--- config.mk ---
export PLATFORM = sky130hd
export DESIGN_NAME = branch_predict_unit
export DESIGN_NICKNAME = d
export VERILOG_FILES = /design/src/rtl/branch_predict_unit.sv
export SDC_FILE = /design/constraint.sdc
export NUM_CORES = 1
export LEC_CHECK = 0
export CAP_MARGIN = 40
export CORE_MARGIN = 2
export CORE_UTILIZATION = 42
export CTS_BUF_LIST = sky130_fd_sc_hd__clkbuf_16
export CTS_CLUSTER_SIZE = 20
export DETAILED_ROUTE_END_ITERATION = 10
export PLACE_DENSITY = 0.82
export SYNTH_ARGS = -nofsm -noshare
export SYNTH_HDL_FRONTEND = slang
export SYNTH_SLANG_ARGS = --single-unit
--- constraint.sdc ---
create_clock -name clk -period 1.72 [get_ports clk]
set_input_delay 0.258 -clock clk [delete_from_list [all_inputs] [get_ports clk]]
set_output_delay 0.258 -clock clk [all_outputs]
set_load 0.05 [all_outputs]
--- src/rtl/branch_predict_unit.sv ---
// branch_predict_unit
//  Branch condition resolver plus a direct-mapped table of 2-bit saturating
//  counters. The table is looked up at fetch and trained at resolve.
//  The unit also flags mispredictions and keeps saturating statistics.
//
// Ports
//  clk             rising-edge clock
//  rst_n           synchronous active-low reset
//  lookup_valid    fetch lookup request
//  lookup_pc       fetch PC
//  pred_valid      prediction valid, one cycle after lookup_valid
//  pred_taken      predicted direction (MSB of the indexed counter)
//  res_valid       resolve strobe from execute
//  res_pc          PC of the resolving branch
//  res_mode        branch mode: 00 BEQ, 01 BNE, 10 BLEZ, 11 BGTZ
//  res_zero        ALU zero flag
//  res_neg         ALU sign flag
//  res_pred_taken  prediction carried down the pipe with this branch
//  branch_taken    combinational, res_valid & cond
//  mispredict      registered one-cycle pulse, one cycle after res_valid
//  br_count        resolved branch count, saturating
//  mp_count        misprediction count, saturating
module branch_predict_unit #(
  parameter int         PC_W     = 32,
  parameter int         IDX_W    = 4,
  parameter logic [1:0] CNT_INIT = 2'b01,
  parameter int         STAT_W   = 16
) (
  input  logic              clk,
  input  logic              rst_n,
  input  logic              lookup_valid,
  input  logic [PC_W-1:0]   lookup_pc,
  output logic              pred_valid,
  output logic              pred_taken,
  input  logic              res_valid,
  input  logic [PC_W-1:0]   res_pc,
  input  logic [1:0]        res_mode,
  input  logic              res_zero,
  input  logic              res_neg,
  input  logic              res_pred_taken,
  output logic              branch_taken,
  output logic              mispredict,
  output logic [STAT_W-1:0] br_count,
  output logic [STAT_W-1:0] mp_count
);

  localparam int DEPTH = 1 << IDX_W;
  localparam logic [STAT_W-1:0] STAT_MAX = '1;

  logic [1:0]        pht_q [DEPTH];
  logic              pred_valid_q;
  logic              pred_taken_q;
  logic              mispredict_q;
  logic [STAT_W-1:0] br_count_q;
  logic [STAT_W-1:0] mp_count_q;

  logic [IDX_W-1:0]  lookup_idx;
  logic [IDX_W-1:0]  res_idx;
  logic              cond;
  logic              mp_now;
  logic [1:0]        cnt_cur;
  logic [1:0]        cnt_d;
  logic [STAT_W-1:0] br_count_d;
  logic [STAT_W-1:0] mp_count_d;

  // Word-aligned PCs: drop the two byte-offset bits before indexing.
  assign lookup_idx = lookup_pc[IDX_W+1:2];
  assign res_idx    = res_pc[IDX_W+1:2];

  always_comb begin
    cond = 1'b0;
    case (res_mode)
      2'b00:   cond = res_zero;
      2'b01:   cond = ~res_zero;
      2'b10:   cond = res_zero | res_neg;
      default: cond = ~res_zero & ~res_neg;
    endcase
  end

  assign branch_taken = res_valid & cond;
  assign mp_now       = res_valid & (cond != res_pred_taken);

  // Saturating counter step for the entry being trained.
  assign cnt_cur = pht_q[res_idx];
  always_comb begin
    cnt_d = cnt_cur;
    if (cond) begin
      if (cnt_cur != 2'b11) cnt_d = cnt_cur + 2'b01;
    end else begin
      if (cnt_cur != 2'b00) cnt_d = cnt_cur - 2'b01;
    end
  end

  always_comb begin
    br_count_d = br_count_q;
    mp_count_d = mp_count_q;
    if (res_valid && br_count_q != STAT_MAX) br_count_d = br_count_q + 1'b1;
    if (mp_now && mp_count_q != STAT_MAX)    mp_count_d = mp_count_q + 1'b1;
  end

  // The lookup reads pht_q before this edge's update lands, which gives
  // read-before-write when lookup and resolve hit the same entry.
  always_ff @(posedge clk) begin
    if (!rst_n) begin
      for (int i = 0; i < DEPTH; i++) pht_q[i] <= CNT_INIT;
      pred_valid_q <= 1'b0;
      pred_taken_q <= 1'b0;
      mispredict_q <= 1'b0;
      br_count_q   <= '0;
      mp_count_q   <= '0;
    end else begin
      pred_valid_q <= lookup_valid;
      pred_taken_q <= lookup_valid & pht_q[lookup_idx][1];
      if (res_valid) pht_q[res_idx] <= cnt_d;
      mispredict_q <= mp_now;
      br_count_q   <= br_count_d;
      mp_count_q   <= mp_count_d;
    end
  end

  assign pred_valid = pred_valid_q;
  assign pred_taken = pred_taken_q;
  assign mispredict = mispredict_q;
  assign br_count   = br_count_q;
  assign mp_count   = mp_count_q;

endmodule

**Yosys cells after proc, flatten, opt, wreduce, memory -nomap -nowiden**

Memories as Yosys holds them, arrays and structs flattened.
Index checks and enable logic that the tools add are counted.

- Flip-flop bits (word level): 35
- RAM bits: 32
- Input bits: 73
- Output and inout port bits: 36
- Word-level logic and storage cells: 39
- Memories: 1

- Add/subtract/negate cells: 4
- Equal/unequal tests: 6
- Multiplexer cells: 11
- Bitwise operators: 7
- Reductions and logical operators: 5

Memory list:

| memory | words | bits a word | read ports | clocked after memory_dff | write ports | line | text |
|---|---|---|---|---|---|---|---|
| pht_q | 16 | 2 | 2 | 0 | 16 | 50 | `logic [1:0] pht_q [DEPTH];` |

Operator list:

| kind | count |
|---|---|
| 16-bit by 1-bit adder with 16-bit output (second input constant) | 2 |
| 16-bit inequality test (second input constant) | 2 |
| 2-bit 2-to-1 mux | 4 |
| 1-bit 2-to-1 mux | 5 |
| 1-bit AND | 4 |
| 4-bit 2-to-1 mux | 1 |
| 1-bit case mux with 3 select lines | 1 |
| 2-bit by 1-bit adder with 2-bit output (second input constant) | 1 |
| 2-bit by 1-bit == test with 1-bit output (second input constant) | 1 |
| 2-bit == test (second input constant) | 1 |
| 1-bit logical AND | 2 |
| 2-bit logical NOT | 1 |
| 2-bit inequality test (second input constant) | 1 |
| 1-bit NOT | 2 |
| 2-bit nonzero test | 1 |
| 2-bit OR reduction | 1 |
| 2-bit by 1-bit subtractor with 2-bit output (second input constant) | 1 |
| 1-bit inequality test | 1 |
| 1-bit bitwise OR | 1 |

**Depth between registers and ports, before layout**

Gate-level depths: netlist of the first run.

- Word-level depth: 6
- Gate-level depth with buffers: 7
- Gate-level depth less buffers: 6

**Worst setup path before layout of the first run**

No wires, ideal clock.

- Path type: register -> register
- Start: reg br_count_q[0], in the netlist br_count[0]
- End: reg br_count_q[11], in the netlist br_count[11]
- Setup time: 0.128 ns
- Data arrival time: 1.860 ns
- Setup slack: -0.267 ns
- Cell stages (with the launch flop): 7
- Period minus slack after synthesis: 1.987 ns
- Cell sequence: dfxtp_1 -> ha_1 -> and3_1 -> nor3b_1 -> nor3b_1 -> xnor2_1 -> nor2_1

- Word-level cells in the longest chain between the ends: 2
- Elaborated cells between the ends (all ways): 3

Ends and longest elaborated chain:

| what | line | text |
|---|---|---|
| start, declared | 54 | `logic [STAT_W-1:0] br_count_q;` |
| start signal, assigned | 116 | `br_count_q <= br_count_d;` |
| parallel branches: the longest is 2 deep, another holds 16-bit by 1-bit adder with 16-bit output | n/a |  |

Parallel ways; which one is timed is not known.
A chain may end at the register's enable or synchronous reset.

**Worst setup path in the final report of the first run**

- Start: in res_mode[1]
- End: out branch_taken

- Word-level cells in the longest chain between the ends: 3
- Elaborated cells between the ends (all ways): 5

Ends and longest elaborated chain:

| what | line | text |
|---|---|---|
| start, declared | 37 | `input logic [1:0] res_mode,` |
| 2-bit == test, or another cell as far along | 72 | `case (res_mode)` |
| 1-bit case mux with 3 select lines (*) | 72 |  |
| 1-bit AND (*) | 80 | `assign branch_taken = res_valid & cond;` |
| end, declared | 41 | `output logic branch_taken,` |

Every way passes the cells marked *; elsewhere a longest branch is shown, timed or not.

==> results.md, run 1 <==
* Status: finished with violations
* Failing checks: setup timing
* Number of routed nets with antenna violations at 0
* WL/cell at 15.37 um
* CP Capture Type: output port
* Die area at 0.008976 mm2
* CTS Buf Count at 9
* Worst Path Arrival at 1470 ps
* Final TNS setup at -6.233 ps
* Clock network power share at 41.3%
* Largest stage delay, worst path at 410 ps
* I/O pin total at 109
* Final Skew at 9.869 ps
* Ys async rst share at 0%
* Final Hold Fails at 0
* Sw Pwr at 0.0009417 W
* Int Pwr at 0.002890 W
* Critical path class: input port to output port
* Mapped Area at 0.003458 mm2
* Non-filler instance count after layout at 572
* Slew Limit Fails at 0
* Input/output buffers at 52
* Sw Share at 24.57%
* Largest net degree at the start of global routing at 26
* N_diodes at 0
* Synth top area share at 27.79%
* DRT iter0 DRCs at 105
* WP buf/inv at 4
* Power, Total at 0.003832 W
* GRT Residual Overflow at 0
* Count leader, synth: nand2_1
* Synth warnings at 0
* Library cells used by synthesis at 46
* Post-Syn Nets at 422
* Final Worst Setup Slack at -6.233 ps
* Row cnt at 33
* Die height at 94.74 um
* Final instance area at 0.004896 mm2
* Layout Nets at 537
* P per Cell Area at 782.7 mW/mm2
* Clk sinks at 67
* Post-Place Cells at 552
* First-pass GRT wire length at 13.71 mm
* Post-synthesis cell count at 347
* Post-layout minimum cycle time at 1726 ps
* Cts hold-fix bufs at 0
* Combinational power share at 13.7%
* Max-Cap Viols at 0
* Clock-pin slew on the worst setup and hold paths at 50 ps
* Placed cell areas at 0.004488 mm2
* Horiz. Die Dim at 94.74 um
* Clock Latency Late Sink at 330 ps
* Clock root cell: clkbuf_16
* Cell repeated most along the worst path: buf_6
* Leakage power at 1.952 nW
* Worst hold path type: input port to flip-flop
* Vias in the first global route at 3007
* Synth Register Bits at 67
* Share of cells above drive strength 1 at 39.83%
* WL final at 8.790 mm
* Number of synthesized flops with an enable pin at 32
* Startpoint Class: input port
* Initial antenna violation count at 0
* Most frequent cells after synthesis: 47 x nand2_1, 35 x dfxtp_1, 35 x nor2_1
* H-tree Lvls at 3
* Rel. slew slack at 66.43%
* Final setup vio count at 1
* CTS tree: done
* Final Util at 60.50%
* Post-synthesis sequential area ratio at 48.05%
* Clock Path Buffers at 2
* Sequential Power Share at 45.0%
* GPL Wtd Cong at 0.8343
* Top cells by area, synth: edfxtp_1 28%, dfxtp_1 20%, mux4_2 5.9%
* Critical path cell sequence: clkdlybuf4s50_1 > a21oi_2 > buf_4 > xor2_2 > buf_6 > nor2_4 > buf_6
* Worst Tran Pin Value at 502.7 ps
* Max frequency at 579.3 MHz
* Maximum VDD drop at 518.0 uV
* Residual DRC count at 0
* GRT Total Usage at 19.68%
* First-pass iteration count of the detailed router at 4
* Area of the core at 0.008093 mm2
* Post-DP HPWL at 6.347 mm
* Area leader, netlist: edfxtp_1
* Crit-path max FO at 6
* Ys flop type: dfxtp_1
* DR vias/cell at 5.411
* Worst path required time at 1460 ps
* Syn Area/Cell at 9.966 um2
* Area Overhead vs Synth at 41.57%
* Final Cycle Share at 100.4%
* Master of the slowest instance on the critical path: clkdlybuf4s50_1
* RSZ-0062 raised after global routing: yes
* Vias at 3095
* Initial Util at 42.73%
* Worst path top cell family by delay: buffers and inverters
==> stage by stage <==
stage          worst slack, ps  hold slack [ps]
4_1_cts                 -70.81            480.4
6_report                -6.233            449.0
5_1_grt                 -76.55            489.9
3_3_place_gp            -418.6            457.0
3_5_place_dp            -480.5            471.3
2_1_floorplan            4.975            399.6
==> worst reg2reg max path, delay by kind of cell, from the launching register on <==
family	cells	cell delay, ps
DFF	1	420
muxes	2	950
and+or+nand+nor	1	170
==> timing repair <==
item,in CTS,in global routing
resized for setup,16,21
buffers inserted,0,4
hold endpoints to repair,0,0
endpoints found under the setup margin,33,51
pin swaps,0,6
==> placed cells by master (no fill, tap or decap), drive strengths merged, types with 2 or more instances in the layout <==
cell type	synthesis	layout
a21oi	13	13
dlymetal6s2s	0	3
nor4	6	6
or3	9	9
maj3	8	8
nand3	30	30
nor3	6	6
nand2b	8	8
nor3b	2	2
o21ai	14	14
mux2	4	4
and4	4	4
xnor2	9	9
nor2b	3	3
nor2	35	35
clkinv	1	5
clkdlybuf4s50	0	13
dlygate4sd2	0	2
and3	6	6
clkbuf	8	9
and2	3	3
buf	5	99
dfxtp	35	35
nand4	11	11
nand2	47	47
mux2i	8	8
or2	2	2
inv	10	13
xor2	6	6
a41o	2	2
a211oi	4	4
mux4	9	9
ha	2	2
edfxtp	32	32
==> final timing paths <==
| check | startpoint | to | slack [ps] | cells after the start |
|---|---|---|---|---|
| setup / recovery | res_mode[1] | branch_taken | -6 | 7 |
| hold / removal | res_valid | br_count[2] | 450 | 3 |
| setup reg to reg | pht_q[5][1] | pred_taken | 60 | 3 |
| hold reg to reg | mp_count[11] | mp_count[11] | 480 | 2 |
==> power groups by stage <==
stage | sequential [W] | combinational [W] | clock (W)
after floorplan | 0.00180 | 0.000208 | 0
after global placement | 0.00176 | 0.000458 | 0
after detailed placement | 0.00176 | 0.000472 | 0
after CTS | 0.00173 | 0.000487 | 0.00161
after global routing | 0.00173 | 0.000563 | 0.00167
final | 0.00173 | 0.000524 | 0.00158
==> kinds of logic (layout without fill, tap and decap cells) <==
logic type / after synthesis / in the layout / synth area share (%)
buffers and inverters: 24 / 144 / 2.822
multiplexers: 21 / 21 / 9.479
AO/OA/AOI/OAI: 36 / 36 / 6.440
adder cells (fa/ha/maj): 10 / 10 / 3.039
XOR/XNOR: 16 / 16 / 4.450
flip-flops: 67 / 67 / 48.05
AND/OR/NAND/NOR: 173 / 173 / 25.72
==> registers in the layout (all words and copies together) (netlist names) <==
signal,cells
pred_valid,1
mispredict,1
mp_count,16
pht_q,32
pred_taken,1
br_count,16
==> routing by layer <==
metal	wire length (um)	share of wire (%)	track usage, %	up-vias
li1	-	-	-	1494
met1	3642	41	23.17	1525
met2	4727	54	35.34	72
met3	374	4.3	3.352	4
met4	45	0.51	8.092	0
met5	0	0	0	-
==> area by class of cell <==
class                   instances  area, um2
clock buffers                   9      225.2
clock inverters                 7      30.03
fillers                       694       3197
inverters                      11      41.29
multi-input cells             256       1790
flip-flops and latches         67       1705
well taps                     105      131.4
repair buffers                117      972.2
(Power assumes the default switching activity.)
==> inputs of run 2 (changes only) <==
--- a/config.mk
+++ b/config.mk
@@ -7,11 +7,11 @@
 export LEC_CHECK = 0
 export CAP_MARGIN = 40
 export CORE_MARGIN = 2
-export CORE_UTILIZATION = 42
-export CTS_BUF_LIST = sky130_fd_sc_hd__clkbuf_16
+export CORE_UTILIZATION = 44
+export CTS_BUF_LIST = sky130_fd_sc_hd__clkbuf_4
 export CTS_CLUSTER_SIZE = 20
 export DETAILED_ROUTE_END_ITERATION = 10
-export PLACE_DENSITY = 0.82
+export PLACE_DENSITY = 0.85
 export SYNTH_ARGS = -nofsm -noshare
 export SYNTH_HDL_FRONTEND = slang
 export SYNTH_SLANG_ARGS = --single-unit
==> results.md, run 2 (synthesized netlist as in run 1, its figures left out) <==
* Row cnt at 32 (-3.0%)
* Final hold slack at 387.4 ps (-61.60 ps)
* Die height at 92.66 um (-2.2%)
* Die area at 0.008585 mm2 (-4.4%)
* WL/cell at 15.37 um (about the same)
* Reg with most FFs: pht_q
* Final Cycle Share at 98.70% (-1.7 points)
* Worst path required time at 2010 ps (+550 ps)
* Largest stage delay, worst path at 520 ps (+110 ps)
* Reg-to-reg slack, setup at 50 ps (about the same)
* Worst path top cell family by delay: buffers and inverters
* Most common cell after layout, fill and taps aside: buf_4
* Final setup vio count at 0 (-1)
* Crit path depth at 5 (-2)
* Slew Limit Fails at 0 (unchanged)
* Input/output buffers at 52 (unchanged)
* Worst Tran Pin Value at 492.8 ps (-9.976 ps)
* DR vias/cell at 5.521 (+2.0%)
* Commonest non-fill, non-tap cells in the layout: 89 x buf_4, 47 x nand2_1, 34 x nor2_1, 32 x edfxtp_1, 27 x nand3_1
* CTS tree: done
* Layout Nets at 532 (-0.93%)
* Clk sinks at 67 (unchanged)
* FF-to-FF Start: mp_count[0]
* GRT Total Usage at 20.34% (+0.67 points)
* CP Capture Type: flip-flop
* Area of the core at 0.007687 mm2 (-5.0%)
* Crit-path max FO at 15 (+9)
* Initial antenna violation count at 0 (unchanged)
* Worst Path Arrival at 1990 ps (+520 ps)
* Hold depth at 3 (unchanged)
* Final Hold Fails at 0 (unchanged)
* Clock Latency Late Sink at 420 ps (+90 ps)
* Clock network power share at 31.7% (-9.6 points)
* Vias in the first global route at 2935 (-2.4%)
* Sw Pwr at 0.0008721 W (-7.4%)
* Sw Share at 26.96% (+2.4 points)
* Final Util at 61.56% (+1.1 points)
* GPL Wtd Cong at 0.8477 (+1.6%)
* Largest net degree at the start of global routing at 16 (-38%)
* Critical path class: input port to flip-flop
* Reg2Reg Depth at 6 (+3)
* CTS Buf Count at 9 (unchanged)
* Worst setup path start: res_pc[3]
* Clock root cell: clkbuf_4
* Maximum VDD drop at 424.3 uV (-18%)
* First-pass GRT wire length at 13.63 mm (-0.61%)
* Status: finished, final reports clean
* Combinational power share at 15.1% (+1.4 points)
* Post-layout minimum cycle time at 1698 ps (-28.56 ps)
* First-pass iteration count of the detailed router at 5 (+1)
* WP buf/inv at 2 (-2)
* Vias at 3114 (+0.61%)
* P per Cell Area at 683.7 mW/mm2 (-13%)
* Placed cell areas at 0.004454 mm2 (-0.75%)
* Leakage power at 1.890 nW (-3.2%)
* Final Skew at 12.80 ps (+2.929 ps)
* Cts hold-fix bufs at 0 (unchanged)
* Final instance area at 0.004732 mm2 (-3.3%)
* Clock-pin slew on the worst setup and hold paths at 120 ps (+70 ps)
* Reg-to-reg critical path endpoint: mp_count[8]
* Worst Setup EP: pht_q[12][0]
* Master of the slowest instance on the critical path: mux4_2
* Max-Cap Viols at 0 (unchanged)
* Residual DRC count at 0 (unchanged)
* H-tree Lvls at 3 (unchanged)
* Max reg flops at 32 (unchanged)
* Area Overhead vs Synth at 36.83%
* WL final at 8.670 mm (-1.4%)
* GRT Residual Overflow at 0 (unchanged)
* N_diodes at 0 (unchanged)
* Rel. slew slack at 67.28% (+0.85 points)
* Startpoint Class: input port
* Share of cells above drive strength 1 at 38.10% (-1.7 points)
* Sequential Power Share at 53.2% (+8.2 points)
* DRT iter0 DRCs at 198 (+89%)
* Critical path cell sequence: clkdlybuf4s50_1 > buf_12 > mux4_2 > maj3_1 > nand3_1
* Max frequency at 589.0 MHz (+1.7%)
* I/O pin total at 109 (unchanged)
* Post-DP HPWL at 6.185 mm (-2.6%)
* Clock Path Buffers at 2 (unchanged)
* Number of routed nets with antenna violations at 0 (unchanged)
* Initial Util at 44.99% (+2.3 points)
* Horiz. Die Dim at 92.66 um (-2.2%)
* Int Pwr at 0.002363 W (-18%)
* Worst hold path type: input port to flip-flop
run 2: changes by cell type in the layout (fill, tap and decap cells not counted), moves of 4 or more:
cell and change:
maj3_2 -4, clkbuf_16 -9, o21ai_2 -4, maj3_1 +4
buf_4 -4, clkbuf_4 +10
run 2: layout make-up:
class	instances	area, um2
timing repair buffer	111	914.6
clock inverter	6	56.30
multi-input combinational	257	1812
inverter	11	41.29
fill	635	2955
clock buffer	10	75.07
sequential	67	1705
tap	102	127.6
run 2: power groups by stage:
stage,combinational (W),sequential (W),clock (W)
floorplan,0.000208,0.00180,0
global placement,0.000438,0.00176,0
detailed placement,0.000448,0.00176,0
CTS,0.000464,0.00172,0.00105
global route,0.000524,0.00173,0.00111
finish,0.000488,0.00172,0.00103
run 2: layer usage:
| metal | track usage, % | part of all wire [%] | up-vias |
|---|---|---|---|
| li1 | - | - | 1494 |
| met1 | 23.72 | 41 | 1491 |
| met2 | 35.77 | 51 | 115 |
| met3 | 6.835 | 7.1 | 14 |
| met4 | 5.637 | 1.6 | 0 |
| met5 | 0 | 0 | - |
run 2: repair_timing:
action	4_1_cts	5_1_grt
endpoints found under the setup margin	11	27
resized for setup	11	20
pin swaps	1	6
buffers inserted	1	1
gates cloned	0	1
run 2: worst min-delay path by stage:
stage / from / end / slack, ps
floorplan: lookup_valid / pred_valid / 400
global placement: mp_count[11] / mp_count[11] / 460
detailed placement: mp_count[11] / mp_count[11] / 470
CTS: lookup_valid / pred_valid / 430
global route: res_valid / br_count[2] / 360
finish: res_valid / br_count[2] / 390
run 2: worst reg2reg max path, cell delays in order, from the launching register on:
cell and delay (ps):
dfxtp_4 360, ha_1 200, and3_1 210, nand3_4 110
o211ai_4 130, or4_1 430, a21oi_1 160
run 2: metrics by stage:
| stage | worst slack (ps) | TNS, ps | total power [W] | instances |
|---|---|---|---|---|
| after floorplan | 4.975 | 0 | 0.002009 | 347 |
| after global placement | -419.7 | -25830 | 0.002196 | 545 |
| after detailed placement | -467.1 | -29390 | 0.002207 | 545 |
| after CTS | -18.41 | -26.55 | 0.003232 | 562 |
| after global routing | -35.59 | -77.74 | 0.003358 | 564 |
| final | 22.32 | 0 | 0.003235 | 564 |
==> inputs of run 3 (changes only) <==
--- a/config.mk
+++ b/config.mk
@@ -6,12 +6,14 @@
 export NUM_CORES = 1
 export LEC_CHECK = 0
 export CAP_MARGIN = 40
+export CELL_PAD_IN_SITES_DETAIL_PLACEMENT = 2
+export CELL_PAD_IN_SITES_GLOBAL_PLACEMENT = 2
 export CORE_MARGIN = 2
-export CORE_UTILIZATION = 44
+export CORE_UTILIZATION = 26
 export CTS_BUF_LIST = sky130_fd_sc_hd__clkbuf_4
 export CTS_CLUSTER_SIZE = 20
 export DETAILED_ROUTE_END_ITERATION = 10
-export PLACE_DENSITY = 0.85
+export PLACE_DENSITY = 0.84
 export SYNTH_ARGS = -nofsm -noshare
 export SYNTH_HDL_FRONTEND = slang
 export SYNTH_SLANG_ARGS = --single-unit
==> results.md, run 3 (synthesized netlist as in run 1, its figures left out) <==
* Hold depth at 2 (-1)
* Largest net degree at the start of global routing at 17 (+1)
* Final Cycle Share at 99.68% (+0.98 points)
* Post-Place Cells at 634 (+16%)
* Final hold slack at 507.7 ps (+120.4 ps)
* Max-Cap Viols at 0 (unchanged)
* GPL Wtd Cong at 0.7934 (-6.4%)
* Final Hold Fails at 0 (unchanged)
* CTS tree: done
* Max reg flops at 32 (unchanged)
* Die height at 119.3 um (+29%)
* Critical path cell sequence: mux4_2 > mux4_2 > and2_4
* RSZ-0062 raised after global routing: yes
* Die area at 0.01424 mm2 (+66%)
* Reg-to-reg critical path endpoint: pred_taken
* First-pass iteration count of the detailed router at 4 (-1)
* Row cnt at 42 (+31%)
* Status: finished, final reports clean
* Largest stage delay, worst path at 520 ps (about the same)
* Vias in the first global route at 3579 (+22%)
* Initial Util at 26.32% (-19 points)
* Reg-to-reg slack, setup at 5 ps (-40 ps)
* Share of cells above drive strength 1 at 43.06% (+5.0 points)
* Worst path required time at 2060 ps (+50 ps)
* Non-filler instance count after layout at 659 (+17%)
* WL final at 11.85 mm (+37%)
* Clock Path Buffers at 2 (unchanged)
* Worst Path Arrival at 2050 ps (+60 ps)
* Min-delay src: mp_count[11]
* First-pass GRT wire length at 18.89 mm (+39%)
* Residual DRC count at 0 (unchanged)
* Maximum VDD drop at 361.2 uV (-15%)
* Final setup vio count at 0 (unchanged)
* Reg2Reg Depth at 3 (-3)
* Commonest non-fill, non-tap cells in the layout: 111 x buf_4, 47 x nand2_1, 34 x nor2_1, 32 x edfxtp_1, 27 x nand3_1
* Area of the core at 0.01314 mm2 (+71%)
* Worst Tran Pin Value at 499.6 ps (+6.879 ps)
* Hold endpoint: mp_count[11]
* Crit path depth at 3 (-2)
* N_diodes at 0 (unchanged)
* Master of the slowest instance on the critical path: mux4_2
* CTS Buf Count at 9 (unchanged)
* I/O pin total at 109 (unchanged)
* Clock root cell: clkbuf_4
* Clk sinks at 67 (unchanged)
* Critical path class: flip-flop to flip-flop
* P per Cell Area at 670.0 mW/mm2 (-2.0%)
* Input/output buffers at 52 (unchanged)
* H-tree Lvls at 3 (unchanged)
* WL/cell at 17.98 um (+17%)
* Clock Latency Late Sink at 430 ps (about the same)
* DR vias/cell at 4.868 (-12%)
* DRT iter0 DRCs at 111 (-44%)
* FF-to-FF Start: pht_q[13][1]
* Area Overhead vs Synth at 44.14%
* Worst path top cell family by delay: multiplexers
* GRT Residual Overflow at 0 (unchanged)
* Leakage power at 1.953 nW (+3.3%)
* Reg with most FFs: pht_q
* Worst hold path type: flip-flop to flip-flop
* WP buf/inv at 0 (-2)
* Number of routed nets with antenna violations at 0 (unchanged)
* Max frequency at 583.2 MHz (-0.98%)
* CP Capture Type: flip-flop
* Layout Nets at 553 (+3.9%)
* Most common cell after layout, fill and taps aside: buf_4
* Worst setup path start: pht_q[13][1]
* Rel. slew slack at 66.82% (-0.46 points)
* GRT Total Usage at 16.95% (-3.4 points)
* Final Skew at 23.78 ps (+10.98 ps)
* Startpoint Class: flip-flop
* Crit-path max FO at 2 (-13)
* Slew Limit Fails at 0 (unchanged)
* Initial antenna violation count at 0 (unchanged)
* Cell repeated most along the worst path: mux4_2
* Post-DP HPWL at 8.827 mm (+43%)
* Clock-pin slew on the worst setup and hold paths at 120 ps (about the same)
* Post-layout minimum cycle time at 1715 ps (+16.88 ps)
* Vias at 3208 (+3.0%)
* Horiz. Die Dim at 119.3 um (+29%)
* Power, Total at 0.003340 W (+3.2%)
## run 3: area by class of cell
class / count / area, um2
timing repair buffer: 133 / 1067
sequential: 67 / 1705
fill: 1457 / 8153
multi-input combinational: 256 / 1818
clock inverter: 4 / 42.54
clock buffer: 12 / 90.09
inverter: 11 / 41.29
tap: 176 / 220.2
## run 3: routing by layer
| layer | up-vias | global-route usage (%) | share of wire (%) |
|---|---|---|---|
| met5 | - | 0 | 0 |
| met4 | 0 | 4.191 | 1.1 |
| met3 | 10 | 3.927 | 2.9 |
| met2 | 43 | 32.79 | 56 |
| met1 | 1628 | 18.46 | 40 |
| li1 | 1527 | - | - |
## run 3: timing repair
item,in CTS,in global routing
setup buffers,1,8
pin swaps,3,6
hold buffers,0,0
endpoints found under the setup margin,38,39
cloned,0,0
gates resized for setup,19,22
## run 3: worst max-delay path by stage
stage                    to  slack [ps]
2_1_floorplan  mp_count[13]           5
3_3_place_gp     pred_taken        -420
3_5_place_dp     pred_taken        -570
4_1_cts        branch_taken        -110
5_1_grt         mp_count[5]         -40
6_report         pred_taken           5
## run 3: stage by stage
stage	setup WS, ps	util [%]	area [um2]	TNS (ps)
after floorplan	4.975	-	3507	0
after global placement	-424.2	35.45	4657	-20950
after detailed placement	-571.5	35.45	4657	-26710
after CTS	-109.8	36.97	4857	-121.8
after global routing	-42.79	37.94	4985	-228.6
final	5.443	37.94	4985	0
## run 3: power breakdown
| part | switching, W | total (W) | internal (W) |
|---|---|---|---|
| logic | 0.000310 | 0.000559 | 0.000249 |
| registers | 0.0000212 | 0.00172 | 0.00170 |
| clock network | 0.000580 | 0.00106 | 0.000482 |
| total | 0.000911 | 0.00334 | 0.00243 |
## run 3: worst register-to-register path: stages (launching register included)
cell and delay [ps]:
edfxtp_1 460, mux4_2 530, mux4_2 490, and2_4 150
